[config.mk]
export PLATFORM = sky130hd
export DESIGN_NAME = run_ctrl
export DESIGN_NICKNAME = d
export VERILOG_FILES = /design/src/rtl/run_ctrl_pkg.sv /design/src/rtl/run_cycle_ctr.sv /design/src/rtl/run_ctrl.sv
export SDC_FILE = /design/constraint.sdc
export NUM_CORES = 1
export LEC_CHECK = 0
export ABC_AREA = 1
export CAP_MARGIN = 20
export CORE_ASPECT_RATIO = 0.7
export CORE_UTILIZATION = 47
export CTS_CLUSTER_SIZE = 16
export DETAILED_ROUTE_END_ITERATION = 6
export GPL_TIMING_DRIVEN = 0
export PLACE_DENSITY_LB_ADDON = 0.2
export SLEW_MARGIN = 20
export SYNTH_ARGS = -nofsm -noshare
export SYNTH_HDL_FRONTEND = slang
export SYNTH_SLANG_ARGS = --single-unit
export TNS_END_PERCENT = 100
[constraint.sdc]
create_clock -name Clk -period 3.45 [get_ports Clk]
set_clock_uncertainty 0.2 [all_clocks]
set_input_delay 0.69 -clock Clk [delete_from_list [all_inputs] [get_ports Clk]]
set_output_delay 0.69 -clock Clk [all_outputs]
set_load 0.02 [all_outputs]
[src/rtl/run_ctrl_pkg.sv]
// Shared types and default constants for the run_ctrl launch/supervise block.
package run_ctrl_pkg;

  typedef enum logic [1:0] {
    IDLE,
    LAUNCH,
    RUN,
    DONE
  } state_e;

  localparam int unsigned START_CYCLES_DEF = 1;
  localparam int unsigned CYC_W_DEF        = 32;
  localparam int unsigned MAX_CYCLES_DEF   = 100000;

  // Start-length counter width; covers the legal START_CYCLES range 1..15.
  localparam int unsigned LAUNCH_W = 4;

endpackage

[src/rtl/run_cycle_ctr.sv]
// Clearable, enabled, saturating run-cycle counter used by run_ctrl.
module run_cycle_ctr #(
  parameter int unsigned CYC_W = 32
) (
  input  logic             clk,
  input  logic             rst_n,
  input  logic             clr,
  input  logic             en,
  output logic [CYC_W-1:0] count
);

  always_ff @(posedge clk or negedge rst_n) begin
    if (!rst_n) begin
      count <= '0;
    end else if (clr) begin
      count <= '0;
    end else if (en && (count != '1)) begin
      count <= count + 1'b1;
    end
  end

endmodule

[src/rtl/run_ctrl.sv]
// Launches one processor run per Go, waits for Ack and reports Done/Cycles.
// Optional watchdog compiled in with macro RUN_CTRL_WATCHDOG_EN.
module run_ctrl
  import run_ctrl_pkg::*;
#(
  parameter int unsigned START_CYCLES = START_CYCLES_DEF,
  parameter int unsigned CYC_W        = CYC_W_DEF,
  parameter int unsigned MAX_CYCLES   = MAX_CYCLES_DEF
) (
  input  logic             Clk,
  input  logic             Reset_n,
  input  logic             Go,
  output logic             Start,
  input  logic             Ack,
  output logic             Busy,
  output logic             Done,
  output logic             Timeout,
  output logic [CYC_W-1:0] Cycles
);

  localparam logic [LAUNCH_W-1:0] LAUNCH_LAST = LAUNCH_W'(START_CYCLES - 1);

  state_e              state;
  state_e              next_state;
  logic [LAUNCH_W-1:0] launch_cnt;
  logic [LAUNCH_W-1:0] launch_cnt_next;
  logic                cnt_clr;
  logic                cnt_en;
  logic                wd_hit;

`ifdef RUN_CTRL_WATCHDOG_EN
  localparam logic [CYC_W-1:0] WD_LAST = CYC_W'(MAX_CYCLES - 1);
  // The count reaches MAX_CYCLES on the same edge that leaves RUN.
  assign wd_hit = (Cycles == WD_LAST);
`else
  assign wd_hit = 1'b0;
`endif

  always_comb begin
    next_state      = state;
    launch_cnt_next = launch_cnt;
    cnt_clr         = 1'b0;
    cnt_en          = 1'b0;
    unique case (state)
      IDLE: begin
        if (Go) begin
          next_state      = LAUNCH;
          launch_cnt_next = '0;
          cnt_clr         = 1'b1;
        end
      end
      LAUNCH: begin
        if (launch_cnt == LAUNCH_LAST) begin
          next_state = RUN;
        end else begin
          launch_cnt_next = launch_cnt + 1'b1;
        end
      end
      RUN: begin
        cnt_en = 1'b1;
        if (Ack || wd_hit) begin
          next_state = DONE;
        end
      end
      DONE: next_state = IDLE;
      default: next_state = IDLE;
    endcase
  end

  // Outputs are registered from the next state so they align with it.
  always_ff @(posedge Clk or negedge Reset_n) begin
    if (!Reset_n) begin
      state      <= IDLE;
      launch_cnt <= '0;
      Start      <= 1'b0;
      Busy       <= 1'b0;
      Done       <= 1'b0;
    end else begin
      state      <= next_state;
      launch_cnt <= launch_cnt_next;
      Start      <= (next_state == LAUNCH);
      Busy       <= (next_state != IDLE);
      Done       <= (next_state == DONE);
    end
  end

`ifdef RUN_CTRL_WATCHDOG_EN
  always_ff @(posedge Clk or negedge Reset_n) begin
    if (!Reset_n) begin
      Timeout <= 1'b0;
    end else if ((state == IDLE) && Go) begin
      Timeout <= 1'b0;
    end else if ((state == RUN) && !Ack && wd_hit) begin
      Timeout <= 1'b1;
    end
  end
`else
  assign Timeout = 1'b0;
`endif

  run_cycle_ctr #(
    .CYC_W(CYC_W)
  ) u_cycle_ctr (
    .clk  (Clk),
    .rst_n(Reset_n),
    .clr  (cnt_clr),
    .en   (cnt_en),
    .count(Cycles)
  );

endmodule

==> reports/results.env <==
RUN_STATUS='finished, final reports clean'
PER_INSTANCE_AVERAGE_AREA_AFTER_SYNTHESIS_UM2=7.20
SYN2LAYOUT_AREA_GROWTH_PCT=21.9
POSTSYNTH.TOPFLOPCELL='dfrtp_1'
CLK_ROOT_BUFFER_CELL='clkbuf_8'
CTS.SINK_COUNT=41
CRITICAL-PATH-TOP-DELAY-FAMILY='buffers and inverters'
WORSTMARGINPINSLEW_PS=500
FIRST_PASS_GRT_WIRE_LENGTH_UM=11000
SYNTH-COMPOUND-AREA-SHARE_PCT=8.30
YOSYSSEQAREASHARE_PCT=39.6
HOLD_PATH.CLASS='in -> async'
GLOBALROUTETOTALUTIL_PCT=24.5
PIN_COUNT=40
CTS_MADE_BUFFERS=5
POSTCTSSETUPREPAIRBUFS=0
SYN_NETS=367
PORT_BUFFERS=38
FINALSETUPVIOLATIONS=0
DPL.HPWL_UM=4990
SYNTH_CELL_TYPE_COUNT=29
IR_WORST_VDD_mV=0.349
TIMING.CRITICAL_PATH.TO_TYPE='output port'
CRITICAL_PATH.MAX_FANOUT=5
WORST_SLEW_MARGIN_REL_PCT=66.5
GRT_PASS1_VIAS=2228
TIMING.MAX_CAP.VIOLATIONS=0
ROUTABILITYCONGESTION=0.913
UTILIZATION_PCT=59.8
LEADING_AREA_CONTRIBUTOR_AFTER_SYNTHESIS='dfrtp_1'
DIE_W_UM=90.8
CRIT_PATH_CELL_TRACE='clkdlybuf4s50_1'
CRIT_SLOWEST_CELL='clkdlybuf4s50_1'
CTS_HOLD_BUFFERS=0
DETAIL-ROUTE-ANTENNA-NETS=0
CP_NUM_BUF_INV=1
POSTSYNTH.ASYNCRESETSHARE_PCT=100
SETUP-TNS-FINAL_PS=0
DRT_FIRST_PASS_ITERS=5
STATIC-LEAKAGE-POWER_nW=1.45
CLK_PIN_SLEW_PS=90
LAYOUTNONFILLERINSTCOUNT=479
SYNTH_AREA_LEADERS='dfrtp_1 40%, nand2_1 16%, inv_1 6.8%, nand3_1 6.6%, nor2_1 6.1%'
NUMBER_OF_MAX_SLEW_VIOLATIONS_IN_THE_FINAL_REPORT=0
POST_SYNTH_TOP_AREA_SHARE_PCT=39.6
SYNTH_TOP_FAMILY_BY_AREA='simple AND/OR/NAND/NOR gates'
CRITPATHARRIVALTIME_PS=1420
CP.REQUIRED_PS=2560
SYNTH_XOR_XNOR_AREA_SHARE_PCT=4.05
FMAXACHIEVABLE_MHz=433
YOSYS-MUX-AREA-FRACTION_PCT=0
CTS.REPAIR.RESIZED=0
SYNTH-SEQ-CELLS=41
VIOLATION_COUNT_AFTER_THE_FIRST_DETAILED_ROUTING_ITERATION=153
CRITICAL_PATH.STARTPOINT_TYPE='register'
DRIVE_ABOVE_1_SHARE_PCT=10.3
MAXIMUM_NUMBER_OF_BUFFERS_FROM_CLOCK_ROOT_TO_SINK=2
VIA_PER_INST=5.02
POWER_PER_CELL_AREA_nW_PER_UM2=655
ROUTE.DETAILED.DRC=0
SYN_AREA_UM2=2590
PERIOD_NEEDED_PS=2310
COUNT_OF_INSERTED_ANTENNA_DIODE_CELLS=0
POST_ROUTE_WORST_HOLD_SLACK_PS=107
PIN_COUNT_OF_THE_BIGGEST_NET_ENTERING_GLOBAL_ROUTING=26
VIAS=2406
UNREPAIRED_SETUP_ENDPOINTS_AFTER_GLOBAL_ROUTING='false'
WORST_STAGE_DELAY_ON_THE_CRITICAL_PATH_PS=650
FP.DIEAREA_UM2=5820
GRT_ANTENNA_BEFORE_REPAIR=0
SYNTH_COMMON_CELLS='112 x nand2_1, 47 x inv_1, 42 x nor2_1'
SYNTH.YOSYS.WARNINGS=0
CRITPATHLAUNCH='u_cycle_ctr.count[26]'
ROUTED_WL_UM=6470
FINAL_NET_COUNT=413
SYNTH_ENABLE_FLOP_CELLS=0
CORE.ROWCOUNT=22
SYNTHSIMPLEGATEAREAFRAC_PCT=37.4
DPL.CELL_COUNT=471
CORE-AREA_UM2=5290
GRT-OVFL-TOTAL=0
SETUP.WORST_PATH.CLASS='reg -> out'
FIN_TOTAL_PWR_mW=2.07
SYN-INSTANCE-COUNT=360
FIN_CRIT_SH_PCT=66.9
YOSYSMOSTFREQUENTCELL='nand2_1'
WORSTREG2REGSTART='u_cycle_ctr.count[1]'
HOLD_VIOL_FINAL=0
POST_DRT_WL_PER_CELL_UM=13.5
INSERTION_DELAY_OF_THE_LATER_CLOCKED_PIN_IN_THE_WORST_SKEW_PAIR_PS=300
INITIAL_STANDARD_CELL_UTILIZATION_OF_THE_CORE_PCT=49.1
CLOCK_TREE_FROM_TRITONCTS='done'
SYNTHADDERAREAFRAC_PCT=1.45
CTSHTREEMAXLEVEL=2
Y_DIMENSION_OF_THE_DIE_UM=64.1
## registers in the layout (all words and copies together) (netlist names)
name               cells
Start                  1
state                  2
Busy                   1
u_cycle_ctr.count     32
Done                   1
launch_cnt             4
## stage by stage
stage | area (µm²) | setup slack [ps]
floorplan | 2590 | 1390
global placement | 3060 | 445
detailed placement | 3080 | 1190
CTS | 3160 | 1140
global route | 3160 | 1070
finish | 3160 | 1140
## metal layers
metal  track usage [%]  routed length [µm]  vias to the layer above
met1              34.8                3120                     1088
met3              4.17                 472                        9
met5                 0                   0                        -
met2              38.4                2800                       92
li1                  -                   -                     1217
met4              7.74                  78                        0
## worst reg2reg max path, stage by stage (launching register included)
cell	delay (ps)
dfrtp_1	400
ha_1	170
nand2_1	130
nor2_2	190
nand2_4	120
nor2_8	190
nand2_4	90
nand2_8	100
nand2_4	60
buf_6	150
buf_6	160
nand3_2	80
nand2_1	50
## layout make-up
cell class / instances / area (µm²)
plain buffers: 7 / 55.1
clock buffers: 6 / 72.6
clock inverters: 2 / 10.0
fillers: 493 / 2120
inverters: 48 / 180
multi-input cells: 264 / 1330
flip-flops and latches: 41 / 1030
well taps: 72 / 90.1
repair buffers: 39 / 395
## layout by cell type (no fill, tap or decap), drive strengths merged
cell           instances
xnor2                  2
clkinv                 2
conb                   1
or2                    2
clkdlybuf4s50         37
o22ai                  7
and2                   1
a21oi                  6
buf                    9
xor2                  10
nand3                 36
dfrtp                 41
o21ai                 20
inv                   48
nor3                   2
clkbuf                 6
ha                     3
nor2                  48
nand2                120
nand4                  6
## kinds of logic (layout without fill, tap and decap cells)
logic type      count (synthesis)  count (layout)
compound gates                 33              33
xor+xnor                       12              12
fa+ha+maj                       3               3
buf+inv                        55             102
flops                          41              41
other cells                     1               1
simple gates                  215             215
## where the power goes
| group | total, mW | leakage (nW) | switching (mW) | internal (mW) |
|---|---|---|---|---|
| clock network | 0.315 | 0.0450 | 0.174 | 0.140 |
| logic | 0.985 | 0.848 | 0.577 | 0.408 |
| registers | 0.771 | 0.559 | 0.160 | 0.610 |
| total | 2.07 | 1.45 | 0.912 | 1.16 |
## worst paths after layout
path	to	slack (ps)	cells past startpoint
setup / recovery	Cycles[26]	1140	1
hold / removal	u_cycle_ctr.count[20]	110	1
setup reg to reg	u_cycle_ctr.count[21]	1270	12
hold reg to reg	u_cycle_ctr.count[1]	350	2
max in group asynchronous	u_cycle_ctr.count[14]	2470	2
min in group Clk	u_cycle_ctr.count[1]	350	2
Note: power is estimated with default switching activity, not from simulation.
==> patch (same flow settings) <==
Set the package constant `CYC_W_DEF` to 48 (it was 32).
--- a/src/rtl/run_ctrl_pkg.sv
+++ b/src/rtl/run_ctrl_pkg.sv
@@ -10,5 +10,5 @@
 
   localparam int unsigned START_CYCLES_DEF = 1;
-  localparam int unsigned CYC_W_DEF        = 32;
+  localparam int unsigned CYC_W_DEF        = 48;
   localparam int unsigned MAX_CYCLES_DEF   = 100000;
 
Ports: changed (resized Cycles); port bits go from 40 to 56. The function was not compared with the original's and may differ.
==> patch against the original RTL <==
Clock power up 130%; register-to-register slack got worse by 130 ps; wire length grew 78%; setup slack got worse by 250 ps; final cell count up 51%; first-iteration DRC count up 76%; synthesized area rose by 42%; total power rose by 34%; design area up 45%; sequential cell count grew 16; critical endpoint is now u_cycle_ctr.count[12]; largest power group unchanged.
==> patch: results (changes against the original RTL) <==
* Buffers added on ports at 54 (+42%)
* Placed instance count at 709 (+51%)
* Routed met1 length at 5519 um (+77%)
* Sequential-to-total area share from yosys stat at 38.67% (-0.91 points)
* DRT Wirelength at 11480 um (+78%)
* Largest net degree at the start of global routing at 36 (+38%)
* Clock root buffer: clkbuf_8
* Int Pwr at 1596 uW (+38%)
* Initial detailed-routing violation count at 270 (+76%)
* Most common flop cell mapped by yosys: dfrtp_1
* Post-Synth XOR/XNOR Area at 3.562% (-0.49 points)
* Synth area leaders: dfrtp_1 39%, nand2_1 19%, nor2_1 9.0%
* Leak at 0.001911 uW (+32%)
* Max Used Layer: met4
* Synth cell types at 29 (unchanged)
* Max Buffers Root-to-Sink at 2 (unchanged)
* Crit path max-delay cell type: clkbuf_1
* Crit path arrival time at 2590 ps (+1170 ps)
* Post-DR wirelength/cell at 15.83 um (+17%)
* Vias in the first global route at 3675 (+65%)
* Hold Path Class: input port to async pin
* Layout cells sized above 1 at 6.699% (-3.6 points)
* Htree depth at 3 (+1)
* Post-layout net count at 629 (+52%)
* Syn_area_per_cell at 6.634 sq um (-7.9%)
* Crit path max fanout at 10 (+5)
* Synthesis Warnings at 0 (unchanged)
* Post-CTS sizing at 0 (unchanged)
* Cell family with most CP delay: buffers and inverters
* Dpl ws at 553.5 ps (-637.5 ps)
* Max VDD drop at 0.5287 mV (+51%)
* Setup Buffers After CTS at 0 (unchanged)
* Routed wl met2 at 4645 um (+66%)
* Drt pass-1 iters at 5 (unchanged)
* Post-synthesis adder-cell area fraction at 1.018% (-0.43 points)
* Post-synth ARST share at 100.0% (unchanged)
* Commonest cells post-synth: 191 x nand2_1, 88 x nor2_1, 58 x inv_1
* Clk slew on worst S/H paths at 80 ps
* DR vias/cell at 5.372 (+7.0%)
* Met3 WL at 1063 um (+130%)
* Initial antenna violation count at 0 (unchanged)
* Area after DPL at 0.004369 sq mm (+42%)
* Clk_lat worst skew at 350 ps (+50 ps)
* Complex-gate fraction of the synthesized area at 6.615% (-1.7 points)
* Slew headroom at 56.04% (-10 points)
* Syn Nets at 563 (+53%)
* First-pass GRT wire length at 19310 um (+75%)
* Largest regs: u_cycle_ctr.count: 48 flops, launch_cnt: 4 flops, state: 2 flops
* Detailed Place HPWL at 8821 um (+77%)
* Status: finished clean
* Final estimated routing congestion in global placement at 0.9226 (+1.1%)
* Total track usage at 31.27% (+6.8 points)
* Largest stage delay on the critical path at 540 ps (-110 ps)
* Num CTS Buffers at 9 (+4)
* Ant. Diodes at 0 (unchanged)
* Post-synthesis mux area share at 0% (unchanged)
[patch: path summary, 6_finish.rpt]
check                                startpoint                     to  slack [ps]  cells after the start
setup / recovery                             Go  u_cycle_ctr.count[12]         890                      7
hold / removal                          Reset_n  u_cycle_ctr.count[13]          30                      1
setup reg to reg           u_cycle_ctr.count[1]  u_cycle_ctr.count[39]        1140                      9
hold reg to reg            u_cycle_ctr.count[1]   u_cycle_ctr.count[1]         340                      2
max in group asynchronous               Reset_n          launch_cnt[3]        2530                      2
min in group Clk           u_cycle_ctr.count[1]   u_cycle_ctr.count[1]         340                      2
[patch: final cells by class]
type / count / area (sq um)
Buffer: 11 / 67.56
Timing Repair Buffer: 55 / 558.0
Tap cell: 98 / 122.6
Multi-Input combinational cell: 429 / 1971
Inverter: 59 / 224.0
Sequential cell: 57 / 1426
Fill cell: 717 / 2854
Clock inverter: 7 / 102.6
Clock buffer: 9 / 123.9
[patch: logic make-up after synthesis]
kind of cell / after synthesis
adders and majority gates: 3
xor gates and xnor gates: 15
buffers and inverters: 70
and+or+nand+nor: 364
AOI/OAI and AO/OA: 46
other: 1
DFF: 57
[patch: power groups by stage]
stage          combinational (uW)  clock [uW]  sequential (uW)
2_1_floorplan                 491           0             1060
3_3_place_gp                 1060           0              960
3_5_place_dp                 1070           0              962
4_1_cts                      1080         742              952
5_1_grt                      1170         775              979
6_report                     1080         738              956
[patch: per-layer routing]
| layer | track usage (%) | vias to the layer above |
|---|---|---|
| met5 | 0 | - |
| met3 | 6.929 | 26 |
| li1 | - | 1917 |
| met4 | 10.27 | 0 |
| met2 | 44.81 | 165 |
| met1 | 46.20 | 1787 |
